==> src/rtl/seq_alu.sv <==
// seq_alu: handshaked ALU with single-cycle ops and iterative shift-add multiply / restoring divide
module seq_alu #(
  parameter int WIDTH = 8
) (
  input  logic             clk,
  input  logic             reset,
  input  logic             in_valid,
  output logic             in_ready,
  input  logic [WIDTH-1:0] A,
  input  logic [WIDTH-1:0] B,
  input  logic [3:0]       opcode,
  output logic             out_valid,
  input  logic             out_ready,
  output logic [WIDTH-1:0] result,
  output logic [WIDTH-1:0] result_hi,
  output logic             carryout,
  output logic             overflow,
  output logic             zero,
  output logic             dbz,
  output logic             illegal
);
  localparam int CW = $clog2(WIDTH);
  typedef enum logic [1:0] {IDLE, BUSY, DONE} state_t;
  state_t state, state_n;
  logic [CW-1:0] cnt;
  logic [WIDTH-1:0] hi, lo, b_q;
  logic div_q, c_f, v_f, z_f, d_f, i_f;
  logic multi, accept;
  logic [WIDTH:0] add_w, sub_w, mul_w, div_r;
  logic [WIDTH-1:0] s_lo, s_hi, mul_hi, mul_lo, div_hi, div_lo, st_hi, st_lo;
  logic s_c, s_v, s_d, s_i, div_ge;
  assign accept = in_valid && in_ready;
  assign multi  = opcode == 4'd8 || (opcode == 4'd9 && B != '0);
  assign add_w  = {1'b0, A} + {1'b0, B};
  assign sub_w  = {1'b0, A} - {1'b0, B};
  always_comb begin
    s_lo = '0;
    s_hi = '0;
    s_c  = 1'b0;
    s_v  = 1'b0;
    s_d  = 1'b0;
    s_i  = 1'b0;
    case (opcode)
      4'd0: {s_c, s_lo} = add_w;
      4'd1: begin
        s_lo = add_w[WIDTH-1:0];
        s_v  = A[WIDTH-1] == B[WIDTH-1] && s_lo[WIDTH-1] != A[WIDTH-1];
      end
      4'd2: {s_c, s_lo} = sub_w;
      4'd3: begin
        s_lo = sub_w[WIDTH-1:0];
        s_v  = A[WIDTH-1] != B[WIDTH-1] && s_lo[WIDTH-1] != A[WIDTH-1];
      end
      4'd4: s_lo = A & B;
      4'd5: s_lo = A | B;
      4'd6: s_lo = A ^ B;
      4'd7: s_lo = A >> 1;
      4'd8: s_lo = '0;
      4'd9: begin
        s_lo = B == '0 ? '1 : '0;
        s_hi = B == '0 ? A : '0;
        s_d  = B == '0;
      end
      default: s_i = 1'b1;
    endcase
  end
  // {hi,lo} is the product register while multiplying and {remainder,quotient} while dividing
  assign mul_w  = {1'b0, hi} + (lo[0] ? {1'b0, b_q} : '0);
  assign mul_hi = mul_w[WIDTH:1];
  assign mul_lo = {mul_w[0], lo[WIDTH-1:1]};
  assign div_r  = {hi, lo[WIDTH-1]};
  assign div_ge = div_r >= {1'b0, b_q};
  assign div_hi = div_ge ? WIDTH'(div_r - {1'b0, b_q}) : div_r[WIDTH-1:0];
  assign div_lo = {lo[WIDTH-2:0], div_ge};
  assign st_hi  = div_q ? div_hi : mul_hi;
  assign st_lo  = div_q ? div_lo : mul_lo;
  always_comb begin
    state_n = state;
    case (state)
      IDLE:    state_n = in_valid ? (multi ? BUSY : DONE) : IDLE;
      BUSY:    state_n = cnt == CW'(WIDTH - 1) ? DONE : BUSY;
      DONE:    state_n = out_ready ? IDLE : DONE;
      default: state_n = IDLE;
    endcase
  end
  always_ff @(posedge clk or negedge reset) begin
    if (!reset) begin
      state <= IDLE;
      cnt   <= '0;
      hi    <= '0;
      lo    <= '0;
      b_q   <= '0;
      div_q <= 1'b0;
      {c_f, v_f, z_f, d_f, i_f} <= '0;
    end else begin
      state <= state_n;
      if (accept) begin
        cnt   <= '0;
        b_q   <= B;
        div_q <= opcode[0];
        hi    <= multi ? '0 : s_hi;
        lo    <= multi ? A : s_lo;
        {c_f, v_f, d_f, i_f} <= {s_c, s_v, s_d, s_i};
        z_f   <= s_lo == '0;
      end else if (state == BUSY) begin
        cnt <= cnt + CW'(1);
        hi  <= st_hi;
        lo  <= st_lo;
        z_f <= div_q ? st_lo == '0 : {st_hi, st_lo} == '0;
      end
    end
  end
  assign in_ready  = state == IDLE;
  assign out_valid = state == DONE;
  assign result    = out_valid ? lo : '0;
  assign result_hi = out_valid ? hi : '0;
  assign carryout  = out_valid && c_f;
  assign overflow  = out_valid && v_f;
  assign zero      = out_valid && z_f;
  assign dbz       = out_valid && d_f;
  assign illegal   = out_valid && i_f;
endmodule

==> config.mk <==
export PLATFORM = sky130hd
export DESIGN_NAME = seq_alu
export DESIGN_NICKNAME = d
export VERILOG_FILES = /design/src/rtl/seq_alu.sv
export SDC_FILE = /design/constraint.sdc
export NUM_CORES = 1
export LEC_CHECK = 0
export BUFFER_PORTS_ARGS = -buffer_cell sky130_fd_sc_hd__clkbuf_2
export CAP_MARGIN = 20
export CORE_UTILIZATION = 61
export CTS_CLUSTER_SIZE = 25
export DETAILED_ROUTE_END_ITERATION = 12
export GPL_TIMING_DRIVEN = 0
export PLACE_DENSITY = 0.8
export SLEW_MARGIN = 10
export SYNTH_ARGS = -nofsm -noshare
export SYNTH_HDL_FRONTEND = slang
export SYNTH_SLANG_ARGS = --single-unit
export TNS_END_PERCENT = 5
==> constraint.sdc <==
create_clock -name clk -period 5.97 [get_ports clk]
set_input_delay 1.194 -clock clk [delete_from_list [all_inputs] [get_ports clk]]
set_output_delay 1.194 -clock clk [all_outputs]
set_load 0.01 [all_outputs]
==> results_dict.tcl, run 1 <==
set metrics [dict create \
    status "finished clean" \
    finalCritPeriodShare_pct 65.9 \
    post_cts_buffers 0 \
    timing.hold.ws_ns 0.481 \
    fp.dieW_um 83.5 \
    ys_warn_count 0 \
    slowest_stage "or4b_1" \
    dieArea_mm2 0.00697 \
    first_global_vias 4074 \
    p_per_area_mw_per_mm2 336 \
    dieHeight_um 83.5 \
    yosys.area.top_type "dfrtp_1" \
    worstPathArrival_ns 4.16 \
    h-tree-depth 2 \
    synth_ff_type "dfrtp_1" \
    cp_common_cell "inv_1" \
    worstSetupPathType "in -> reg" \
    setup_viol 0 \
    dp_hpwl_um 9170 \
    finalWeightedCongestion 0.943 \
    coreArea_mm2 0.00639 \
    drive_above_1_share_pct 10.5 \
    grt_max_degree 36 \
    root_buffer "clkbuf_8" \
    final_common_cell "nor2_1" \
    rows 29 \
    hold_class "reg -> reg" \
    ant_nets 0 \
    yosysUniqueCellTypes 58 \
    overflow 0 \
    cts_resized 0 \
    synth_cells 538 \
    slew_violations 0 \
    cp.required_ns 6.19 \
    worst_pin_slew_ns 1.01 \
    synthesis.area_mm2 0.00405 \
    nets 662 \
    reg2reg_setup_slack_ns 2.71 \
    critical_path.max_stage_delay_ns 0.58 \
    synthArstFlopShare_pct 100 \
    slew_headroom_pct 31.8 \
    finalWirelength_um 11600 \
    numCtsBuffers 5 \
    vdd_drop_max_mv 0.256 \
    initial_utilization_pct 63.4 \
    clock_latency_ns 0.30 \
    synthTopCellsByArea "dfrtp_1 22%, ha_1 14%, o21ai_0 5.6%" \
    io_pins 47 \
    antenna_found_initial 0 \
    finClkSkew_ns 0.0102 \
    max_cap_viol_count 0 \
    crit_path_max_fanout 4 \
    clkTransAtPathRegs_ns 0.08 \
    drt_pre_antenna_iters 5 \
    io_buffers 43 \
    tritoncts "yes" \
    hold_viol 0 \
    cts.sinks 35 \
    rsz0062_at_grt "no" \
    drc 0 \
    avgSynthCellArea_um2 7.53 \
    syn_nets 612 \
    grtUsageTotal_pct 34.4 \
    clockBufferDepth 2 \
    startpoint_type "primary input" \
    setup_tns_ns 0 \
    fmax_ghz 0.254 \
    worstSetupEndpointType "flop" \
    synth-seq-area-share_pct 21.6 \
    p_leak_nw 2.07 \
    synth_top_area_share_pct 21.6 \
    vias 4157 \
    fin_crit_ns 3.93 \
    final_cell_mix "58 x nor2_1, 46 x ha_1, 45 x nand2_1, 45 x o21ai_0, 44 x a21oi_1" \
    via_per_inst 6.24 \
    path_cells "clkbuf_2 -> inv_1 -> ha_1 -> inv_1 -> fa_1 -> a221oi_1 -> nor2_1 -> o21ai_0 -> nand4b_1 -> or4_1 -> or4b_1 -> o211ai_2" \
    area_growth_pct 10.0 \
    wl_per_cell_um 17.4 \
    synth-edff-count 0 \
    nFillCells 540 \
    n_antenna_cell 0 \
    ctsHoldBuffers 0 \
    drtIter0Drc 282 \
    ys_ff_latch 35 \
    grt_first_pass_wirelength_um 19300 \
]
[synthesized netlist by cell type, drive strengths merged (4+ instances only)]
library cell / number
a211oi: 12
a21o: 4
a21oi: 44
a22oi: 6
a311oi: 4
and2: 24
buf: 5
clkbuf: 22
dfrtp: 35
fa: 4
ha: 46
inv: 41
mux2i: 14
nand2: 45
nand2b: 7
nand3: 17
nor2: 58
nor2b: 9
nor3: 10
o211ai: 12
o21ai: 46
o21bai: 6
o31ai: 5
or3: 4
xnor2: 11
[critical path: cells and delay by family]
kind            cells  cell delay, ns
compound gates      3            0.79
fa+ha+maj           2            0.57
buf+inv             3            0.26
simple gates        4            1.34
[state kept, by name, indices dropped and copies added, names as in the netlist]
name and cells:
b_q 8, c_f 1, cnt 3, d_f 1, div_q 1, hi 8
i_f 1, lo 8, state 2, v_f 1, z_f 1
[worst paths after layout]
check,from,endpoint,depth (start not counted)
min in group asynchronous,reset,cnt[0]$_DFFE_PN0P_,1
worst min-delay path,c_f$_DFFE_PN0P_,c_f$_DFFE_PN0P_,2
worst max-delay path,A[0],z_f$_DFFE_PN0P_,12
worst min register to register,c_f$_DFFE_PN0P_,c_f$_DFFE_PN0P_,2
worst max register to register,hi[5]$_DFFE_PN0P_,z_f$_DFFE_PN0P_,9
max in group asynchronous,reset,b_q[1]$_DFFE_PN0P_,1
[layout make-up]
cell class                 instances  area (um^2)  area share [%]
timing repair buffer              43          215            4.83
multi-input combinational        434         2900            65.0
inverter                          42          163            3.65
clock inverter                     3         25.0           0.562
tap                               77         96.3            2.16
sequential                        35          876            19.7
clock buffer                       5         68.8            1.54
buffer                            27          114            2.56
[kinds of logic (layout without fill, tap and decap cells)]
| family | Yosys count | in the layout | synth area share, % |
|---|---|---|---|
| and+or+nand+nor | 192 | 192 | 22.9 |
| AOI/OAI and AO/OA | 163 | 163 | 25.3 |
| buffers and inverters | 69 | 120 | 6.83 |
| adders and majority gates | 50 | 50 | 16.2 |
| DFF | 35 | 35 | 21.6 |
| muxes | 16 | 16 | 4.29 |
| xor gates and xnor gates | 13 | 13 | 2.81 |
[metal layers]
| metal | global-route usage (%) | vias to the layer above | wire [um] |
|---|---|---|---|
| met3 | 3.07 | 45 | 627 |
| met4 | 16.6 | 0 | 483 |
| met2 | 60.3 | 189 | 5640 |
| li1 | - | 1999 | - |
| met5 | 0 | - | 0 |
| met1 | 42.7 | 1924 | 4850 |
[metrics by stage]
step,setup WS (ns),instances,power [mW],utilization [%],area [um^2]
after floorplan,2.30,538,1.04,-,4050
after global placement,1.84,658,1.27,68.3,4360
after detailed placement,1.78,658,1.30,68.3,4360
after CTS,2.09,666,1.48,69.8,4460
after global routing,1.87,666,1.62,69.8,4460
final,2.04,666,1.50,69.8,4460
[power by group]
part	leakage, nW	internal [mW]	switching (mW)	total, mW
clock	0.0443	0.0833	0.0951	0.178
sequential	0.450	0.311	0.0788	0.390
combinational	1.58	0.368	0.561	0.929
total	2.07	0.762	0.734	1.50
No activity file was read; power rests on OpenSTA's default activity.
==> run 2, diff against run 1 <==
--- a/config.mk
+++ b/config.mk
@@ -7,11 +7,11 @@
 export LEC_CHECK = 0
 export BUFFER_PORTS_ARGS = -buffer_cell sky130_fd_sc_hd__clkbuf_2
 export CAP_MARGIN = 20
-export CORE_UTILIZATION = 61
+export CORE_UTILIZATION = 54
 export CTS_CLUSTER_SIZE = 25
 export DETAILED_ROUTE_END_ITERATION = 12
 export GPL_TIMING_DRIVEN = 0
-export PLACE_DENSITY = 0.8
+export PLACE_DENSITY = 0.75
 export SLEW_MARGIN = 10
 export SYNTH_ARGS = -nofsm -noshare
 export SYNTH_HDL_FRONTEND = slang
==> constraint.sdc (replaced) <==
create_clock -name clk -period 3.3 [get_ports clk]
set_input_delay 0.66 -clock clk [delete_from_list [all_inputs] [get_ports clk]]
set_output_delay 0.66 -clock clk [all_outputs]
set_load 0.01 [all_outputs]
==> run 2 against run 1 <==
  * Clock power increased by 110%
  * Clock-buffer cell count rose by 1
  * Register-to-register slack got worse by 2.5 ns
  * Non-clock buffer count unchanged
  * Flip-flop and latch count unchanged
  * Total power increased by 84%
  * Global-route usage decreased by 3.8 points
  * Sequential share of layout area shrank 0.26 points
  * Die area rose by 13%
  * Via count is essentially flat
==> results_dict.tcl, run 2 (same netlist as run 1, synthesis figures left out) <==
set metrics [dict create \
    status "finished clean" \
    total_power_mw 2.76 \
    vias 4161 \
    vdd_drop_max_mv 0.226 \
    setup_viol 0 \
    path_cells "clkbuf_2 -> inv_1 -> ha_1 -> inv_1 -> fa_2 -> nor2b_1 -> o21ai_0 -> or3b_1 -> a21oi_1 -> or4_1 -> or4_4 -> or4b_4 -> o211ai_2" \
    fin_crit_ns 3.22 \
    n_antenna_cell 0 \
    overflow 0 \
    finClkSkew_ns 0.00963 \
    hold_viol 0 \
    first_global_vias 3860 \
    p_leak_nw 2.09 \
    root_buffer "clkbuf_8" \
    layout.cells.non_filler 687 \
    largestRegisters "b_q x8, hi x8, lo x8" \
    slew_headroom_pct 42.3 \
    drc 0 \
    grtUsageTotal_pct 30.7 \
    nets 662 \
    reg2reg_setup_slack_ns 0.22 \
    ant_nets 0 \
    p_clk_share_pct 13.7 \
    finalWeightedCongestion 0.918 \
    numCtsBuffers 5 \
    io_buffers 43 \
    startpoint_type "primary input" \
    worstPathArrival_ns 3.44 \
    wl_per_cell_um 16.8 \
    worstSetupEndpointType "flop" \
    drive_above_1_share_pct 11.2 \
    drt_pre_antenna_iters 6 \
    p_seq_share_pct 25.6 \
    via_per_inst 6.06 \
    fp.dieW_um 88.6 \
    clock_latency_ns 0.30 \
    p_per_area_mw_per_mm2 612 \
    switchingPower_mw 1.30 \
    io_pins 47 \
    dieArea_mm2 0.00785 \
    slew_violations 0 \
    worst_pin_slew_ns 0.866 \
    clockBufferDepth 2 \
    antenna_found_initial 0 \
    drtIter0Drc 339 \
    grt_first_pass_wirelength_um 18300 \
    cts.sinks 35 \
    final_cell_mix "58 x nor2_1, 46 x ha_1, 45 x nand2_1, 45 x o21ai_0" \
    initial_utilization_pct 55.8 \
    max_cap_viol_count 0 \
    dieHeight_um 88.6 \
    crit_path_max_fanout 4 \
    dp.cells 680 \
    rows 31 \
    area_growth_pct 11.5 \
    fin_util_pct 62.2 \
    clkTransAtPathRegs_ns 0.08 \
    critical_path.max_stage_delay_ns 0.54 \
    dp_hpwl_um 9170 \
    combinationalPowerShare_pct 60.7 \
    finalWirelength_um 11500 \
    worstSetupPathType "in -> reg" \
    fmax_ghz 0.310 \
    rsz0062_at_grt "no" \
    grt_max_degree 36 \
    coreArea_mm2 0.00725 \
    internal-power_mw 1.46 \
    cp_common_cell "inv_1" \
    slowest_stage "or4b_4" \
    hold_class "in -> async" \
    h-tree-depth 2 \
    cp.required_ns 3.52 \
    tritoncts "yes" \
    finalCritPeriodShare_pct 97.7 \
    p_sw_share_pct 47.3 \
    final_common_cell "nor2_1" \
]
==> run 2: per-layer routing <==
metal	global-route usage, %	vias up	part of all wire (%)
met1	38.3	1965	42
met2	54.1	170	50
met3	3.36	26	5.4
met4	12.0	0	2.6
li1	-	2000	-
met5	0	-	0
==> run 2: final cells by class <==
cell class	count	area, um^2
Tap cell	99	124
Sequential cell	35	876
Clock buffer	6	72.6
Multi-Input combinational cell	434	2920
Fill cell	689	2740
Inverter	42	163
Buffer	27	115
Clock inverter	1	30.0
Timing Repair Buffer	43	215
==> run 2: path summary, 6_finish.rpt <==
path | startpoint | to | cells past startpoint
setup / recovery | A[0] | z_f$_DFFE_PN0P_ | 13
hold reg to reg | v_f$_DFFE_PN0P_ | v_f$_DFFE_PN0P_ | 2
max in group asynchronous | reset | b_q[2]$_DFFE_PN0P_ | 1
setup reg to reg | lo[0]$_DFFE_PN0P_ | z_f$_DFFE_PN0P_ | 11
min in group clk | v_f$_DFFE_PN0P_ | v_f$_DFFE_PN0P_ | 2
hold / removal | reset | state[1]$_DFF_PN0_ | 1
==> run 2: worst max-delay path, delay by kind of cell <==
kind	cells	cell delay, ns
compound gates	3	0.27
fa+ha+maj	2	0.53
buf+inv	3	0.27
simple gates	5	1.70
==> run 2: stage by stage <==
| step | TNS (ns) | setup WS, ns | instance area (um^2) | hold WS (ns) |
|---|---|---|---|---|
| floorplan | 0 | 0.168 | 4050 | 0.364 |
| global placement | -0.343 | -0.343 | 4390 | 0.462 |
| detailed placement | -0.380 | -0.380 | 4390 | 0.472 |
| CTS | 0 | 0.0214 | 4500 | 0.488 |
| global route | 0 | 0.00245 | 4510 | 0.506 |
| finish | 0 | 0.0750 | 4510 | 0.469 |
==> run 2: repair_timing <==
action,4_1_cts,5_1_grt
setup buffers,0,0
hold buffers,0,0
endpoints found under the setup margin,1,2
gates resized for setup,1,6
==> run 2: power by group through the flow <==
stage	sequential (mW)	clock, mW	combinational [mW]
3_3_place_gp	0.704	0	1.61
4_1_cts	0.704	0.378	1.65
5_1_grt	0.726	0.398	1.87
6_report	0.707	0.377	1.68
3_5_place_dp	0.708	0	1.64
2_1_floorplan	0.662	0	1.23
==> run 3, diff against run 2 <==
--- a/config.mk
+++ b/config.mk
@@ -7,11 +7,11 @@
 export LEC_CHECK = 0
 export BUFFER_PORTS_ARGS = -buffer_cell sky130_fd_sc_hd__clkbuf_2
 export CAP_MARGIN = 20
-export CORE_UTILIZATION = 54
+export CORE_UTILIZATION = 35
 export CTS_CLUSTER_SIZE = 25
 export DETAILED_ROUTE_END_ITERATION = 12
 export GPL_TIMING_DRIVEN = 0
-export PLACE_DENSITY = 0.75
+export PLACE_DENSITY = 0.49
 export SLEW_MARGIN = 10
 export SYNTH_ARGS = -nofsm -noshare
 export SYNTH_HDL_FRONTEND = slang
==> constraint.sdc (replaced) <==
create_clock -name clk -period 3.04 [get_ports clk]
set_input_delay 0.608 -clock clk [delete_from_list [all_inputs] [get_ports clk]]
set_output_delay 0.608 -clock clk [all_outputs]
set_load 0.01 [all_outputs]
==> run 3 against run 2 <==
  * The flow now finishes with violations (setup timing)
  * Sequential power increased by 10%
  * Combinational power increased by 13%
  * Total power is 15% higher
  * Die area is 53% higher
  * Critical path type unchanged
  * Critical endpoint unchanged
  * Largest power group unchanged
  * Highest routed layer unchanged
==> results_dict.tcl, run 3 (same netlist as run 1, synthesis figures left out) <==
set metrics [dict create \
    status "finished, violations left" \
    violations "setup timing" \
    coreArea_mm2 0.0111 \
    rsz0062_at_grt "yes" \
    hold_viol 0 \
    fp.dieW_um 110 \
    final_common_cell "nor2_1" \
    tritoncts "yes" \
    cp.required_ns 3.24 \
    finalWirelength_um 13100 \
    initial_utilization_pct 36.6 \
    worstPathArrival_ns 3.28 \
    clock_latency_ns 0.28 \
    wl_met2_um 6470 \
    dieArea_mm2 0.0120 \
    slew_headroom_pct 38.6 \
    antenna_found_initial 0 \
    hold_class "in -> async" \
    io_pins 47 \
    met3_length_um 259 \
    first_global_vias 3944 \
    vdd_drop_max_mv 0.441 \
    worst_slack_ns -0.0356 \
    numCtsBuffers 5 \
    via_per_inst 5.47 \
    clkTransAtPathRegs_ns 0.06 \
    finalCritPeriodShare_pct 101 \
    grtUsageTotal_pct 23.1 \
    finClkSkew_ns 0.00455 \
    area_growth_pct 17.6 \
    dp_hpwl_um 10300 \
    fmax_ghz 0.325 \
    fin_util_pct 43.0 \
    p_leak_nw 2.15 \
    worst-path-buf-inv 3 \
    n_antenna_cell 0 \
    largestRegisters "b_q x8, hi x8, lo x8" \
    clockBufferDepth 2 \
    final_cell_mix "58 x nor2_1, 45 x nand2_1, 44 x o21ai_0, 43 x ha_1" \
    overflow 0 \
    worstSetupEndpointType "flop" \
    setup_tns_ns -0.0356 \
    path_cells "clkbuf_16 -> clkinv_8 -> ha_4 -> inv_2 -> fa_2 -> nor2b_4 -> o21ai_1 -> or3b_1 -> a21oi_2 -> or4_1 -> or4_4 -> or4b_4 -> o211ai_2" \
    h-tree-depth 2 \
    rows 38 \
    wl_per_cell_um 17.9 \
    crit_family "simple AND/OR/NAND/NOR gates" \
    critical_path.max_stage_delay_ns 0.57 \
    slew_violations 0 \
    root_buffer "clkbuf_16" \
    drc 0 \
    setup_viol 1 \
    startpoint_type "primary input" \
    vias 4001 \
    worstSetupPathType "in -> reg" \
    io_buffers 43 \
    crit_path_max_fanout 4 \
    wl_met1_um 6110 \
    drtIter0Drc 238 \
    drt_pre_antenna_iters 4 \
    worst_pin_slew_ns 0.921 \
    ctsHoldBuffers 0 \
    post-place-ws_ns -0.468 \
    slowest_stage "or4b_4" \
    nets 665 \
    grt_first_pass_wirelength_um 20900 \
    dieHeight_um 110 \
    ant_nets 0 \
    fin_crit_ns 3.08 \
    drive_above_1_share_pct 14.7 \
    total_power_mw 3.18 \
    finalWeightedCongestion 0.899 \
    max_cap_viol_count 0 \
    cts.sinks 35 \
    dr.max_layer_used "met4" \
    p_per_area_mw_per_mm2 667 \
    grt_max_degree 36 \
]
-- run 3: cell count changes in the layout (fill, tap and decap cells not counted), moves of 4 or more --
cell	previous run	this run
a21oi_2	0	4
inv_1	39	35
clkbuf_8	5	0
buf_4	0	5
clkbuf_16	0	6
clkbuf_2	44	40
a21oi_1	44	40
-- run 3: metrics by stage --
stage	instance area [um^2]	hold WS [ns]	instances
floorplan	4080	0.312	538
detailed placement	4470	0.464	721
finish	4760	0.448	732
CTS	4700	0.476	730
global route	4760	0.490	732
global placement	4470	0.469	721
-- run 3: worst paths after layout --
path / start / to / slack, ns / cells past startpoint
worst max-delay path: A[0] / z_f$_DFFE_PN0P_ / -0.04 / 13
worst min-delay path: reset / div_q$_DFFE_PN0P_ / 0.45 / 1
worst max register to register: lo[0]$_DFFE_PN0P_ / z_f$_DFFE_PN0P_ / 0.11 / 11
worst min register to register: d_f$_DFFE_PN0P_ / d_f$_DFFE_PN0P_ / 0.47 / 2
max in group asynchronous: reset / b_q[2]$_DFFE_PN0P_ / 2.01 / 1
min in group clk: d_f$_DFFE_PN0P_ / d_f$_DFFE_PN0P_ / 0.47 / 2
-- run 3: area by class of cell --
class                   instances  area (um^2)
multi-input cells             434         3020
clock buffers                   7          133
repair buffers                 46          263
inverters                      42          175
plain buffers                  27          119
flip-flops and latches         35          876
clock inverters                 1         5.00
fillers                      1189         6310
well taps                     140          175
-- run 3: where the power goes --
part           total, mW  switching (mW)  leakage [nW]  internal [mW]
Clock              0.498           0.196        0.0679          0.303
Sequential         0.778           0.166         0.450          0.612
Combinational       1.90            1.14          1.63          0.762
Total               3.18            1.50          2.15           1.68
-- run 3: per-layer routing --
| layer | vias to the layer above | GRT usage [%] |
|---|---|---|
| met3 | 19 | 2.07 |
| met4 | 0 | 7.43 |
| li1 | 2009 | - |
| met1 | 1911 | 30.0 |
| met2 | 62 | 40.3 |
| met5 | - | 0 |
-- run 3: what timing repair did --
item	CTS	global route
setup endpoints to repair	6	3
gates resized for setup	20	18
setup buffers	1	2
endpoints found under the hold margin	0	0
pin swaps	2	6
